===== src/rtl/gameover_pkg.sv =====
// gameover_pkg: shared constants and types for the "GAME OVER!" text renderer.
//   CHAR_W / CHAR_H : glyph cell size in pixels
//   MSG             : 7-bit ASCII codes of the message, left to right
//   state_t         : reveal/blink controller states
//   msg_char()      : message lookup that returns a space outside the string
package gameover_pkg;

  localparam int CHAR_W  = 8;
  localparam int CHAR_H  = 16;
  localparam int MSG_LEN = 10;
  localparam int ROM_AW  = 11;  // {7-bit char code, 4-bit glyph row}

  localparam logic [6:0] MSG [MSG_LEN] = '{
    7'h47, 7'h41, 7'h4D, 7'h45, 7'h20,   // G A M E ' '
    7'h4F, 7'h56, 7'h45, 7'h52, 7'h21    // O V E R !
  };

  typedef enum logic [1:0] {
    IDLE   = 2'd0,
    REVEAL = 2'd1,
    BLINK  = 2'd2
  } state_t;

  // Out-of-range indices map to a space, which never lights a pixel.
  function automatic logic [6:0] msg_char(input logic [6:0] idx);
    if (idx < 7'(MSG_LEN)) return MSG[idx[3:0]];
    return 7'h20;
  endfunction

endpackage


===== src/rtl/gameover_text_render_font_rom.sv =====
// font_rom: 8x16 bitmap font for the glyphs used by the message.
//   Clk  : clock; read data is registered (1-cycle latency)
//   addr : {char_code[6:0], row[3:0]}
//   data : glyph row, bit 7 = leftmost pixel
// Characters not in the message (including space) read as all zeros.
module font_rom
  import gameover_pkg::*;
(
  input  logic              Clk,
  input  logic [ROM_AW-1:0] addr,
  output logic [7:0]        data
);

  // Row 0 occupies bits [127:120].
  function automatic logic [127:0] glyph_bits(input logic [6:0] code);
    case (code)
      7'h47:   return 128'h00003C66C2C0C0DEC6C6663A00000000;  // G
      7'h41:   return 128'h000010386CC6C6FEC6C6C6C600000000;  // A
      7'h4D:   return 128'h0000C6EEFEFED6C6C6C6C6C600000000;  // M
      7'h45:   return 128'h0000FE6662687868606266FE00000000;  // E
      7'h4F:   return 128'h00007CC6C6C6C6C6C6C6C67C00000000;  // O
      7'h56:   return 128'h0000C6C6C6C6C6C6C66C381000000000;  // V
      7'h52:   return 128'h0000FC6666667C6C666666E600000000;  // R
      7'h21:   return 128'h0000183C3C3C18181800181800000000;  // !
      default: return 128'h0;
    endcase
  endfunction

  logic [127:0] glyph;

  always_comb glyph = glyph_bits(addr[10:4]);

  // NOTE: ROM read data carries no reset; the visibility bit travelling with
  // it is reset instead, so stale data can never reach the output.
  always_ff @(posedge Clk) begin
    data <= glyph[8*(15 - int'(addr[3:0])) +: 8];
  end

endmodule


===== src/rtl/gameover_text_render.sv =====
// gameover_text_render: reveals "GAME OVER!" one character at a time, then
// blinks it, and produces a per-pixel lit flag for the display scan.
//   Clk, Reset              : clock, synchronous active-high reset
//   frame_tick              : one-cycle pulse per video frame
//   game_over               : level, screen active while high
//   DrawX, DrawY            : current scan pixel
//   gametextX/Y             : top-left of the text box
//   gametextWidth/Height    : text box size
//   text_on                 : pixel is a lit glyph bit (3-cycle latency)
//   reveal_done             : high while blinking (reveal finished)
module gameover_text_render
  import gameover_pkg::*;
#(
  parameter int NUM_CHARS     = 10,
  parameter int REVEAL_FRAMES = 8,
  parameter int BLINK_HALF    = 32
) (
  input  logic       Clk,
  input  logic       Reset,
  input  logic       frame_tick,
  input  logic       game_over,
  input  logic [9:0] DrawX,
  input  logic [9:0] DrawY,
  input  logic [9:0] gametextX,
  input  logic [9:0] gametextY,
  input  logic [9:0] gametextWidth,
  input  logic [9:0] gametextHeight,
  output logic       text_on,
  output logic       reveal_done
);

  localparam int FRAME_MAX = (REVEAL_FRAMES > BLINK_HALF) ? REVEAL_FRAMES : BLINK_HALF;
  localparam int FCW       = $clog2(FRAME_MAX + 1);

  state_t         state, state_nxt;
  logic [FCW-1:0] frame_cnt, frame_cnt_nxt;
  logic [7:0]     reveal_cnt, reveal_cnt_nxt;
  logic           blink_on, blink_on_nxt;

  // ---------------------------------------------------------------- FSM
  // NOTE: sequential state uses non-blocking assignments so every register
  // samples the pre-edge values, independent of statement order.
  always_ff @(posedge Clk) begin
    if (Reset) begin
      state      <= IDLE;
      frame_cnt  <= '0;
      reveal_cnt <= '0;
      blink_on   <= 1'b1;
    end else begin
      state      <= state_nxt;
      frame_cnt  <= frame_cnt_nxt;
      reveal_cnt <= reveal_cnt_nxt;
      blink_on   <= blink_on_nxt;
    end
  end

  // NOTE: every output of this block is defaulted first, so no path through
  // the case statement can leave a value unassigned and infer a latch.
  always_comb begin
    state_nxt      = state;
    frame_cnt_nxt  = frame_cnt;
    reveal_cnt_nxt = reveal_cnt;
    blink_on_nxt   = blink_on;
    if (!game_over) begin
      state_nxt = IDLE;  // leaving the screen beats every other transition
    end else begin
      case (state)
        IDLE: begin
          // A frame_tick on the entry cycle is deliberately ignored.
          state_nxt      = REVEAL;
          frame_cnt_nxt  = '0;
          reveal_cnt_nxt = '0;
        end
        REVEAL: if (frame_tick) begin
          if (frame_cnt == FCW'(REVEAL_FRAMES - 1)) begin
            frame_cnt_nxt  = '0;
            reveal_cnt_nxt = reveal_cnt + 8'd1;
            if (reveal_cnt == 8'(NUM_CHARS - 1)) begin
              state_nxt    = BLINK;
              blink_on_nxt = 1'b1;
            end
          end else begin
            frame_cnt_nxt = frame_cnt + FCW'(1);
          end
        end
        BLINK: if (frame_tick) begin
          if (frame_cnt == FCW'(BLINK_HALF - 1)) begin
            frame_cnt_nxt = '0;
            blink_on_nxt  = !blink_on;
          end else begin
            frame_cnt_nxt = frame_cnt + FCW'(1);
          end
        end
        default: state_nxt = IDLE;
      endcase
    end
  end

  assign reveal_done = (state == BLINK);

  // ---------------------------------------------------------- pixel path
  logic [10:0] x_end, y_end;
  logic [9:0]  rel_x, rel_y;
  logic [6:0]  char_idx;
  logic        in_box, vis_0;

  // 11-bit ends so a box reaching past coordinate 1023 does not wrap.
  assign x_end    = {1'b0, gametextX} + {1'b0, gametextWidth};
  assign y_end    = {1'b0, gametextY} + {1'b0, gametextHeight};
  assign rel_x    = DrawX - gametextX;
  assign rel_y    = DrawY - gametextY;
  assign char_idx = rel_x[9:3];

  always_comb begin
    in_box = (DrawX >= gametextX) && ({1'b0, DrawX} < x_end) &&
             (DrawY >= gametextY) && ({1'b0, DrawY} < y_end);
    vis_0  = in_box && ({1'b0, char_idx} < 8'(NUM_CHARS)) &&
             (rel_y < 10'(CHAR_H)) &&
             (((state == REVEAL) && ({1'b0, char_idx} < reveal_cnt)) ||
              ((state == BLINK) && blink_on));
  end

  logic              vis_1, vis_2;
  logic [2:0]        col_1, col_2;
  logic [ROM_AW-1:0] rom_addr;
  logic [7:0]        rom_data;

  always_ff @(posedge Clk) begin
    if (Reset) begin
      vis_1   <= 1'b0;
      vis_2   <= 1'b0;
      text_on <= 1'b0;
    end else begin
      vis_1   <= vis_0;
      vis_2   <= vis_1;
      text_on <= vis_2 && rom_data[3'd7 - col_2];
    end
  end

  // Column and address are pure data; validity is carried by vis_*.
  always_ff @(posedge Clk) begin
    col_1    <= rel_x[2:0];
    col_2    <= col_1;
    rom_addr <= {msg_char(char_idx), rel_y[3:0]};
  end

  font_rom u_font_rom (
    .Clk  (Clk),
    .addr (rom_addr),
    .data (rom_data)
  );

endmodule


===== config.mk =====
export PLATFORM = sky130hd
export DESIGN_NAME = gameover_text_render
export DESIGN_NICKNAME = d
export VERILOG_FILES = /design/src/rtl/gameover_pkg.sv /design/src/rtl/gameover_text_render_font_rom.sv /design/src/rtl/gameover_text_render.sv
export SDC_FILE = /design/constraint.sdc
export NUM_CORES = 1
export LEC_CHECK = 0
export ABC_CLOCK_PERIOD_IN_PS = 4450
export BUFFER_PORTS_ARGS = -buffer_cell sky130_fd_sc_hd__buf_2
export CAP_MARGIN = 5
export CORE_MARGIN = 1
export CORE_UTILIZATION = 40
export CTS_CLUSTER_DIAMETER = 200
export DETAILED_ROUTE_END_ITERATION = 8
export PLACE_DENSITY_LB_ADDON = 0.3
export SLEW_MARGIN = 15
export SYNTH_ARGS = -nofsm -noshare
export SYNTH_HDL_FRONTEND = slang
export SYNTH_SLANG_ARGS = --single-unit

===== constraint.sdc =====
create_clock -name Clk -period 4.45 [get_ports Clk]
set_input_delay 0.89 -clock Clk [delete_from_list [all_inputs] [get_ports Clk]]
set_output_delay 0.89 -clock Clk [all_outputs]
set_load 0.01 [all_outputs]

==> Word level (Yosys, flattened, before mapping) <==
Memory sizes are Yosys's and may differ from the RTL's. A register that Yosys moved wholly into a read port is not among the register bits.
Cells that the tools add are included.
Widths: inputs -> output; s select.
{ "totals": {"word_cells": 94, "reg_bits": 38, "rom_bits": 112, "input_bits": 64, "memories": 1, "output_inout_bits": 2} }
{ "memory_table": {"columns": ["name", "words", "width", "read_ports", "rd_ports_with_merged_regs", "write_ports", "line_no", "rtl"], "rows": [
  ["(no name shown)", 16, 7, 1, 1, 0, "gameover_pkg.sv:26", "if (idx < 7'(MSG_LEN)) return MSG[idx[3:0]];"]
]} }
{ "classes": {"n_reduce_logical": 21, "eq_ne": 18, "add_sub_neg": 8, "shift": 1, "n_lt_le_gt_ge": 9, "n_mux": 22, "bitwise_logic": 3} }
{ "op_table": {"columns": ["cell", "n"], "rows": [
  ["$pmux 112 s8", 1],
  ["$shiftx 128x32->8", 1],
  ["$eq 7x7->1 const B", 7],
  ["$mux 6", 4],
  ["$add 10x10->11", 2],
  ["$lt 10x11->1", 2],
  ["$ge 10x10->1", 2],
  ["$sub 10x10->10", 2],
  ["$pmux 6 s3", 1],
  ["$mux 8", 2],
  ["$pmux 8 s2", 1],
  ["$lt 7x4->1 const B", 2],
  ["$reduce_and 4->1", 3],
  ["$lt 10x5->1 const B", 1],
  ["$logic_and 1x1->1", 9],
  ["$add 8x1->8 const B", 1],
  ["$eq 8x4->1 const B", 1],
  ["$lt 7x8->1", 1],
  ["$ne 2x2->1 const B", 4],
  ["$eq 7x6->1 const B", 1],
  ["$mux 1", 7],
  ["$reduce_and 7->1", 1],
  ["$add 6x1->6 const B", 1],
  ["$eq 6x3->1 const B", 1],
  ["other kinds (19)", 24]
]} }

==> Longest topological paths before layout <==
Gate-level depths: netlist of run 1.
{ "logic_depth": {"ltp_word": 8, "depth_mapped": 17, "mapped_depth_nobuf": 17} }

==> By module <==
Synthesis of run 1 repeated with hierarchy kept, for this count alone.
{ "unflattened": {"hier_cells": 659, "hier_area_um2": 5198.7} }
{ "by_module_without_submodules": {"columns": ["mod", "area_per_inst_um2", "n_inst", "seq_area_each_um2", "cells_each"], "rows": [
  ["gameover_text_render", 3900.0, 1, 740.7, 472],
  ["font_rom", 1298.7, 1, 140.1, 187]
]} }

==> Least setup slack after synthesis of run 1 <==
OpenSTA, ideal clock, no wires.
{ "synth_path": {"path_type": "in2reg", "from": "input port DrawX[0]", "to": "register vis_1", "path_buffers": 0, "required_time_ps": 4358, "setup_slack_ps": 971, "path_stages": 16, "setup_time_ps": 92, "arrival_time_ps": 3387, "path_cell_list": "inv_1 > ha_1 > inv_1 > fa_1 > a21oi_2 > o22ai_1 > nor2_4 > xor2_2 > inv_1 > ha_1 > a2111oi_0 > o211a_1 > o21ai_0 > a211oi_1 > nand4_1 > nor4_1"} }
{ "synth_via": {"elab_chain_len": 7, "elab_cells_between_ends": 13, "classes_between": "add/sub: 1; order compare: 4; reduce/logical: 8"} }
{ "synth_lines": {"columns": ["element", "line_no", "rtl"], "rows": [
  ["start: declaration", "gameover_text_render.sv:22", "input logic [9:0] DrawX,"],
  ["branches (longest 6 deep; another with $sub 10x10->10)", null, null],
  ["$logic_and 1x1->1 *", "gameover_text_render.sv:118", "(rel_y < 10'(CHAR_H)) &&"],
  ["end signal: assignment", "gameover_text_render.sv:134", "vis_1 <= vis_0;"],
  ["end: declaration", "gameover_text_render.sv:123", "logic vis_1, vis_2;"]
]} }
Every way passes the cells marked *.
A chain may end at the register's enable or synchronous reset.

==> Final worst setup path of run 1 <==
{ "layout_path": {"from": "input port gametextX[1]", "to": "register vis_1"} }
{ "layout_via": {"elab_chain_len": 8, "elab_cells_between_ends": 14, "classes_between": "add/sub: 2; order compare: 4; reduce/logical: 8"} }
{ "layout_lines": {"columns": ["element", "line_no", "rtl"], "rows": [
  ["start: declaration", "gameover_text_render.sv:24", "input logic [9:0] gametextX,"],
  ["$add 10x10->11", "gameover_text_render.sv:108", "assign x_end = {1'b0, gametextX} + {1'b0, gametextWidth};"],
  ["$lt 10x11->1", "gameover_text_render.sv:115", "in_box = (DrawX >= gametextX) && ({1'b0, DrawX} < x_end) &&"],
  ["$logic_and 1x1->1 (2 in a row)", "gameover_text_render.sv:115", null],
  ["$logic_and 1x1->1", "gameover_text_render.sv:116", "(DrawY >= gametextY) && ({1'b0, DrawY} < y_end);"],
  ["$logic_and 1x1->1 (2 in a row)", "gameover_text_render.sv:117", "vis_0 = in_box && ({1'b0, char_idx} < 8'(NUM_CHARS)) &&"],
  ["$logic_and 1x1->1 *", "gameover_text_render.sv:118", null]
]} }
Every way passes the cells marked *; elsewhere a longest branch is shown, timed or not.

==> results of run 1 <==
## cells by family after synthesis
logic type | after synthesis | share of synthesized area [%]
multiplexers | 10 | 2.40
adder cells (fa/ha/maj) | 80 | 21.7
AO/OA/AOI/OAI | 170 | 24.8
buffers and inverters | 76 | 6.06
XOR/XNOR | 31 | 5.88
flip-flops | 44 | 18.6
AND/OR/NAND/NOR | 195 | 20.6
## power groups by stage
stage	Sequential (mW)	Clock (mW)	Combinational [mW]
final	0.465	0.421	0.562
after CTS	0.464	0.429	0.565
after global routing	0.472	0.447	0.645
after floorplan	0.450	0	0.441
after global placement	0.472	0	0.545
after detailed placement	0.473	0	0.562
## stage by stage
stage	worst slack (ns)	total power [mW]	utilization, %	hold slack (ns)
6_report	0.632	1.45	46.6	0.325
5_1_grt	0.336	1.56	46.6	0.338
4_1_cts	0.603	1.46	46.6	0.327
3_5_place_dp	0.345	1.03	45.1	0.315
3_3_place_gp	0.478	1.02	45.1	0.315
2_1_floorplan	0.971	0.891	-	0.310
## metal layers
| metal | vias to the layer above | routed length [um] |
|---|---|---|
| met4 | 0 | 171 |
| met5 | - | 0 |
| met1 | 2049 | 4950 |
| met3 | 19 | 385 |
| met2 | 112 | 5250 |
| li1 | 2320 | - |
## final cells by class
cell class                 instances  area (um2)
clock inverter                     3        46.3
tap                              143         179
timing repair buffer              65         325
fill                            1150        6150
clock buffer                       5         125
inverter                          62         233
sequential                        44         881
multi-input combinational        486        3580
## cell usage in the layout, fill, tap and decap left out, drive strengths merged, types with 8 or more instances in the layout
cell type / n
a21o: 8
nor2: 54
o21a: 8
ha: 76
xnor2: 20
buf: 65
inv: 63
nand3: 17
a211oi: 10
a21oi: 44
o21bai: 8
o21ai: 30
nor2b: 9
dfxtp: 44
nor3: 20
xor2: 11
mux2i: 8
nand2: 39
## worst max-delay path by stage
stage            startpoint  endpoint  slack [ns]  cells after the start
2_1_floorplan      DrawX[0]     vis_1        0.97                     16
3_3_place_gp   gametextX[1]     vis_1        0.48                     14
3_5_place_dp   gametextX[1]     vis_1        0.34                     15
4_1_cts        gametextX[1]     vis_1        0.60                     15
5_1_grt        gametextX[1]     vis_1        0.34                     15
6_report       gametextX[1]     vis_1        0.63                     15
## sequential cells by signal, indices dropped and copies added (netlist names)
register	cells
rom_addr	11
reveal_cnt	8
u_font_rom.data	7
frame_cnt	6
col_1	3
col_2	3
state	2
blink_on	1
text_on	1
vis_1	1
vis_2	1
==> flow_summary.toml, run 1 <==
[run]
cap_violations = 0

[floorplanning]
fp.dieArea_mm2 = 0.0123
start_util_pct = 41.2
die_h_um = 111
rows = 39
core_area_mm2 = 0.0115
die_w_um = 111
io_pins = 66

[placement]
port_buffers = 65
place_congestion = 0.856
dpl-instance-area_mm2 = 0.00520
dp_hpwl_um = 8870
placed_cells = 800

[synth]
ys.flop_type = "dfxtp_1"
syn_nets = 750
synth.distinct_cells = 71
yosys.area.top_type = "ha_1"
synth_seq_cells = 44
syn_avg_cell_area_um2 = 7.83
synth_warnings = 0
synth-edff-count = 0
netlist_area_mm2 = 0.00475
seq_area_frac_synth_pct = 18.6
synth_top_cells_by_area = "ha_1 (20%), dfxtp_1 (19%), inv_1 (4.8%)"
async_flop_share_pct = 0
syn_inst = 606
synthTopCellsByCount = "ha_1 (76), inv_1 (61), nor2_1 (53)"
synth_top_area_share_pct = 20.0
synth_most_common_cell = "ha_1"

[timing]
max_slew_margin_pct = 41.7
hold_viol = 0
finalSetupTns_ns = 0
fin_worst_skew_ns = 0.00503
slew_viol_final = 0
max_clock_freq_ghz = 0.262
grt_setup_unrepaired = "no"
finalCriticalPeriod_ns = 3.82
finalCritPeriodShare_pct = 85.8
max_slew.worst_pin.slew_ns = 0.874
setup_viol_count_final = 0

[critical_path]
slowest_stage = "a2111oi_0"
start_kind = "primary input"
cp_cell_sequence = "buf_2 > inv_1 > ha_1 > nor2b_1 > o21bai_4 > nand3b_1 > xnor2_1 > inv_1 > ha_1 > a2111oi_0 > o211a_1 > o21ai_0 > a211oi_1 > nand4_1 > nor4_1"
cpPeakStageDelay_ns = 0.41
reg2reg_depth = 7
worstPathRequired_ns = 4.64
critical_path_class = "primary input to register"
r2r_end = "u_font_rom.data[7]"
critPathMaxFanout = 5
crit_family = "compound AO/OA/AOI/OAI gates"
worst_setup_path_end_kind = "register"
path_buf_inv = 3
regToRegStartpoint = "rom_addr[5]"
critPathArrivalTime_ns = 4.01
rrSetupSlack_ns = 1.96

[grt]
groute.usage.overall_pct = 18.3
grt_antenna_before_repair = 0
grt_pass1_wl_um = 19300
grt_busiest_layer = "met2"
gr-usage-met3_pct = 1.64
grtUsageMet2_pct = 32.7
grt_max_degree = 28
grt_pass1_vias = 4444
grt_overflow = 0
met1_usage_pct = 23.3

[clocking]
clk_latency_ns = 0.28
htree_levels = 2
clk_pin_slew_ns = 0.06
clock_sinks = 44
cts_inserted_buffers = 5
hold_buffers = 0
cts_resized = 0
cts_buffer_depth = 2
post_cts.repair.setup_buffers = 0
tritoncts = "yes"
clockRootBuffer = "clkbuf_16"

[pwr]
clock_power_share_pct = 29.1
leakage_nw = 2.44
power.internal_uw = 946
p_sw_share_pct = 34.7
seqPwrFrac_pct = 32.1
combPwrFrac_pct = 38.8
power_switching_uw = 503
ir_worst_vdd_v = 0.000165
p_per_area_mw_per_mm2 = 270

[cells_and_area]
fin_cells = 808
n_antenna_cell = 0
area_delta_synth_final_pct = 13.1
fin_area_mm2 = 0.00537
nets = 808
drive_gt1_share_pct = 13.7

[min_path]
hold_start = "col_1[0]"
hp-class = "register to register"
whs_path_depth = 0
hold_end = "col_2[0]"

[outcome]
outcome = "finished clean"

[drt]
wl_per_cell_um = 13.3
route.detailed.drc = 0
first_pass_iters = 6
drt-vias-per-instance = 5.57
drt_iter0_drc = 172
drtAntennaViolNets = 0
finalWirelength_um = 10800
routed-via-count = 4500
(Power assumes the default switching activity.)
==> inputs of run 2 (changes only) <==
Settings changed: BUFFER_PORTS_ARGS -buffer_cell sky130_fd_sc_hd__buf_2 to -buffer_cell sky130_fd_sc_hd__buf_4, SLEW_MARGIN 15 to 20.
==> flow_summary.toml, run 2 (synthesized netlist as in run 1, its figures left out) <==
[cells_and_area]
most-common-layout-cells = "ha_1 (76), buf_4 (65), inv_1 (61)"
top_register = "rom_addr"
reg_top3 = "rom_addr: 11 flops, reveal_cnt: 8 flops, u_font_rom.data: 7 flops"
nets = 808
layout_commonest_cell = "ha_1"
drive_gt1_share_pct = 13.6
nFillCells = 1133
fin_util_pct = 47.7
largest_reg_flops = 11
fin_area_mm2 = 0.00550
area_delta_synth_final_pct = 15.8
n_antenna_cell = 0

[clocking]
tritoncts = "yes"
clk_latency_ns = 0.28
cts_inserted_buffers = 5
cts_resized = 0
cts_buffer_depth = 2
post_cts.repair.setup_buffers = 0
clockRootBuffer = "clkbuf_16"
htree_levels = 2
clock_sinks = 44
clk_pin_slew_ns = 0.06
hold_buffers = 0

[drt]
drt-vias-per-instance = 5.68
route.detailed.drc = 0
routed-via-count = 4583
drt_iter0_drc = 178
finalWirelength_um = 11100
wl_per_cell_um = 13.7
first_pass_iters = 5
drtAntennaViolNets = 0

[timing]
finalCriticalPeriod_ns = 3.81
slew_viol_final = 0
fin_ws_ns = 0.640
setup_viol_count_final = 0
finalSetupTns_ns = 0
max_slew_margin_pct = 42.6
hold_viol = 0
max_slew.worst_pin.slew_ns = 0.860
max_clock_freq_ghz = 0.262
grt_setup_unrepaired = "no"
finalCritPeriodShare_pct = 85.6
fin_worst_skew_ns = 0.00504

[pwr]
combPwrFrac_pct = 41.5
power_switching_uw = 503
leakage_nw = 2.47
ir_worst_vdd_v = 0.000199
p_sw_share_pct = 35.9
p_per_area_mw_per_mm2 = 255
clock_power_share_pct = 25.3
power.internal_uw = 899
seqPwrFrac_pct = 33.2
power_mw = 1.40

[placement]
port_buffers = 65
pre_cts_ws_ns = 0.377
place_congestion = 0.876
dp_hpwl_um = 9010
dpl-instance-area_mm2 = 0.00536

[critical_path]
critPathMaxFanout = 5
critPathArrivalTime_ns = 3.99
critical_path_class = "primary input to register"
worst_setup_path_end_kind = "register"
worstPathRequired_ns = 4.63
start_kind = "primary input"

[run]
cap_violations = 0

[grt]
grt_antenna_before_repair = 0
grt_pass1_wl_um = 18900
grt_overflow = 0
grt_max_degree = 28
groute.usage.overall_pct = 17.9
grt_pass1_vias = 4398

[min_path]
hp-class = "register to register"

[floorplanning]
start_util_pct = 41.2
core_area_mm2 = 0.0115
rows = 39
die_w_um = 111
io_pins = 66
fp.dieArea_mm2 = 0.0123
die_h_um = 111

[outcome]
outcome = "finished clean"
-- run 2: cell types whose count changed in the layout (fill, tap and decap cells not counted) --
| cell | previous run | this run |
|---|---|---|
| buf_2 | 65 | 0 |
| buf_4 | 0 | 65 |
| bufinv_16 | 1 | 0 |
| clkinv_2 | 0 | 1 |
| inv_6 | 1 | 0 |
-- run 2: worst max-delay path, stage by stage --
cell and delay [ns]:
buf_4 0.13, inv_1 0.09, ha_1 0.25, nor2b_1 0.18
o21bai_4 0.14, nand3b_1 0.11, xnor2_1 0.40, inv_1 0.20
ha_1 0.33, a2111oi_0 0.42, o211a_1 0.21, o21ai_0 0.10
a211oi_1 0.26, nand4_1 0.12, nor4_1 0.18
-- run 2: power groups by stage --
stage / sequential, mW / combinational, mW / clock [mW]
after floorplan: 0.450 / 0.441 / 0
after global placement: 0.472 / 0.562 / 0
after detailed placement: 0.473 / 0.579 / 0
after CTS: 0.465 / 0.582 / 0.361
after global routing: 0.471 / 0.656 / 0.376
final: 0.465 / 0.582 / 0.355
-- run 2: area by class of cell --
| cell class | count | area [um2] | area share (%) |
|---|---|---|---|
| clock buffer | 5 | 125 | 2.28 |
| clock inverter | 2 | 12.5 | 0.228 |
| inverter | 62 | 233 | 4.23 |
| multi-input combinational | 486 | 3580 | 65.1 |
| sequential | 44 | 881 | 16.0 |
| tap | 143 | 179 | 3.26 |
| timing repair buffer | 65 | 488 | 8.88 |
-- run 2: path summary, 6_finish.rpt --
kind / startpoint / endpoint / slack (ns) / depth (start not counted)
max reg2reg: rom_addr[5] / u_font_rom.data[7] / 1.96 / 7
min reg2reg: col_1[0] / col_2[0] / 0.33 / 0
max: gametextX[1] / vis_1 / 0.64 / 15
min: col_1[0] / col_2[0] / 0.33 / 0
-- run 2: layer usage --
layer / global-route usage (%) / share of wire (%)
met1: 22.1 / 45
met2: 33.0 / 50
met3: 1.42 / 3.5
met4: 5.39 / 1.6
met5: 0 / 0
-- run 2: per-stage QoR --
step / instances / hold slack, ns
2_1_floorplan: 606 / 0.310
3_3_place_gp: 800 / 0.313
3_5_place_dp: 800 / 0.312
4_1_cts: 807 / 0.326
5_1_grt: 807 / 0.335
6_report: 807 / 0.325
==> inputs of run 3 (changes only) <==
Settings changed: CORE_MARGIN 1 to 5.
==> flow_summary.toml, run 3 (synthesized netlist as in run 1, its figures left out) <==
[timing]
fin_worst_skew_ns = 0.00633
max_slew.worst_pin.slew_ns = 0.845
grt_setup_unrepaired = "no"
setup_viol_count_final = 0
max_slew_margin_pct = 43.6
finalSetupTns_ns = 0
hold_viol = 0
finalCriticalPeriod_ns = 3.83
finalCritPeriodShare_pct = 86.2
slew_viol_final = 0
max_clock_freq_ghz = 0.261

[cells_and_area]
area_delta_synth_final_pct = 15.8
top_register = "rom_addr"
drive_gt1_share_pct = 13.6
fin_cells = 807
n_antenna_cell = 0
largest_reg_flops = 11
reg_top3 = "rom_addr: 11 flops, reveal_cnt: 8 flops, u_font_rom.data: 7 flops"
most-common-layout-cells = "ha_1 (76), buf_4 (65), inv_1 (61)"
nFillCells = 1159
nets = 808
layout_commonest_cell = "ha_1"

[pwr]
power_mw = 1.39
leakage_nw = 2.47
p_per_area_mw_per_mm2 = 254
ir_worst_vdd_v = 0.000146

[critical_path]
path_buf_inv = 3
worst_setup_path_end_kind = "register"
regToRegStartpoint = "rom_addr[5]"
worstPathRequired_ns = 4.64
cpPeakStageDelay_ns = 0.43
rrSetupSlack_ns = 1.87
slowest_stage = "a2111oi_0"
r2r_end = "u_font_rom.data[7]"
critPathMaxFanout = 5
critical_path_class = "primary input to register"
crit_family = "compound AO/OA/AOI/OAI gates"
cp_cell_sequence = "buf_4 > inv_1 > ha_1 > nor2b_1 > o21bai_4 > nand3b_1 > xnor2_1 > inv_1 > ha_1 > a2111oi_0 > o211a_1 > o21ai_0 > a211oi_1 > nand4_1 > nor4_1"
start_kind = "primary input"
reg2reg_depth = 7
critPathArrivalTime_ns = 4.02

[placement]
port_buffers = 65
place_congestion = 0.936
dp_hpwl_um = 9230
placed_cells = 800

[clocking]
cts_resized = 0
post_cts.repair.setup_buffers = 0
htree_levels = 2
cts_buffer_depth = 2
clk_pin_slew_ns = 0.06
clk_latency_ns = 0.28
cts_inserted_buffers = 5
clockRootBuffer = "clkbuf_16"
tritoncts = "yes"
clock_sinks = 44
hold_buffers = 0

[floorplanning]
rows = 39
die_h_um = 119
start_util_pct = 41.2
io_pins = 66
core_area_mm2 = 0.0115
die_w_um = 119
fp.dieArea_mm2 = 0.0141

[drt]
drt-vias-per-instance = 5.60
drtAntennaViolNets = 0
finalWirelength_um = 11300
wl_per_cell_um = 14.0
drt_iter0_drc = 188
route.detailed.drc = 0
first_pass_iters = 4
routed-via-count = 4519

[grt]
groute.usage.overall_pct = 16.0
grt_overflow = 0
grt_pass1_wl_um = 19800
grt_pass1_vias = 4363
grt_antenna_before_repair = 0
grt_max_degree = 28

[min_path]
hold_end = "col_2[0]"
hold_start = "col_1[0]"
whs_path_depth = 0
hp-class = "register to register"

[run]
cap_violations = 0

[outcome]
outcome = "finished clean"
==> run 3: cell counts in the layout (fill, tap and decap cells not counted) <==
Identical to the previous run, type by type.
==> run 3: layout make-up <==
| cell class | instances | area (um2) | share of cell area, % |
|---|---|---|---|
| multi-input cells | 486 | 3580 | 65.1 |
| flip-flops and latches | 44 | 881 | 16.0 |
| inverters | 62 | 233 | 4.23 |
| repair buffers | 65 | 488 | 8.88 |
| clock buffers | 5 | 125 | 2.28 |
| clock inverters | 2 | 12.5 | 0.228 |
| well taps | 143 | 179 | 3.26 |
==> run 3: worst max-delay path by stage <==
| stage | startpoint | endpoint | slack (ns) | cells after the start |
|---|---|---|---|---|
| detailed placement | gametextX[1] | vis_1 | 0.33 | 15 |
| global placement | gametextX[1] | vis_1 | 0.44 | 15 |
| global route | gametextX[1] | vis_1 | 0.31 | 15 |
| CTS | gametextX[1] | vis_1 | 0.57 | 15 |
| floorplan | DrawX[0] | vis_1 | 0.97 | 16 |
| finish | gametextX[1] | vis_1 | 0.62 | 15 |
==> run 3: power by group <==
part / leakage, nW / internal, mW / total, mW / switching, mW
registers: 0.360 / 0.426 / 0.467 / 0.0409
logic: 2.05 / 0.268 / 0.580 / 0.311
clock network: 0.0657 / 0.203 / 0.348 / 0.145
total: 2.47 / 0.898 / 1.39 / 0.497
==> run 3: metrics by stage <==
step	hold WS [ns]	util [%]	setup WS [ns]	cell area [um2]
6_report	0.331	47.7	0.616	5500
5_1_grt	0.347	47.7	0.307	5500
4_1_cts	0.331	47.7	0.575	5500
3_5_place_dp	0.314	46.5	0.327	5360
3_3_place_gp	0.316	46.5	0.436	5360
2_1_floorplan	0.310	-	0.971	4750
==> run 3: per-layer routing <==
metal / vias to the layer above / wire [um] / global-route usage (%)
li1: 2324 / - / -
met1: 2081 / 5070 / 20.7
met2: 102 / 5630 / 28.7
met3: 12 / 476 / 1.47
met4: 0 / 153 / 3.69
met5: - / 0 / 0
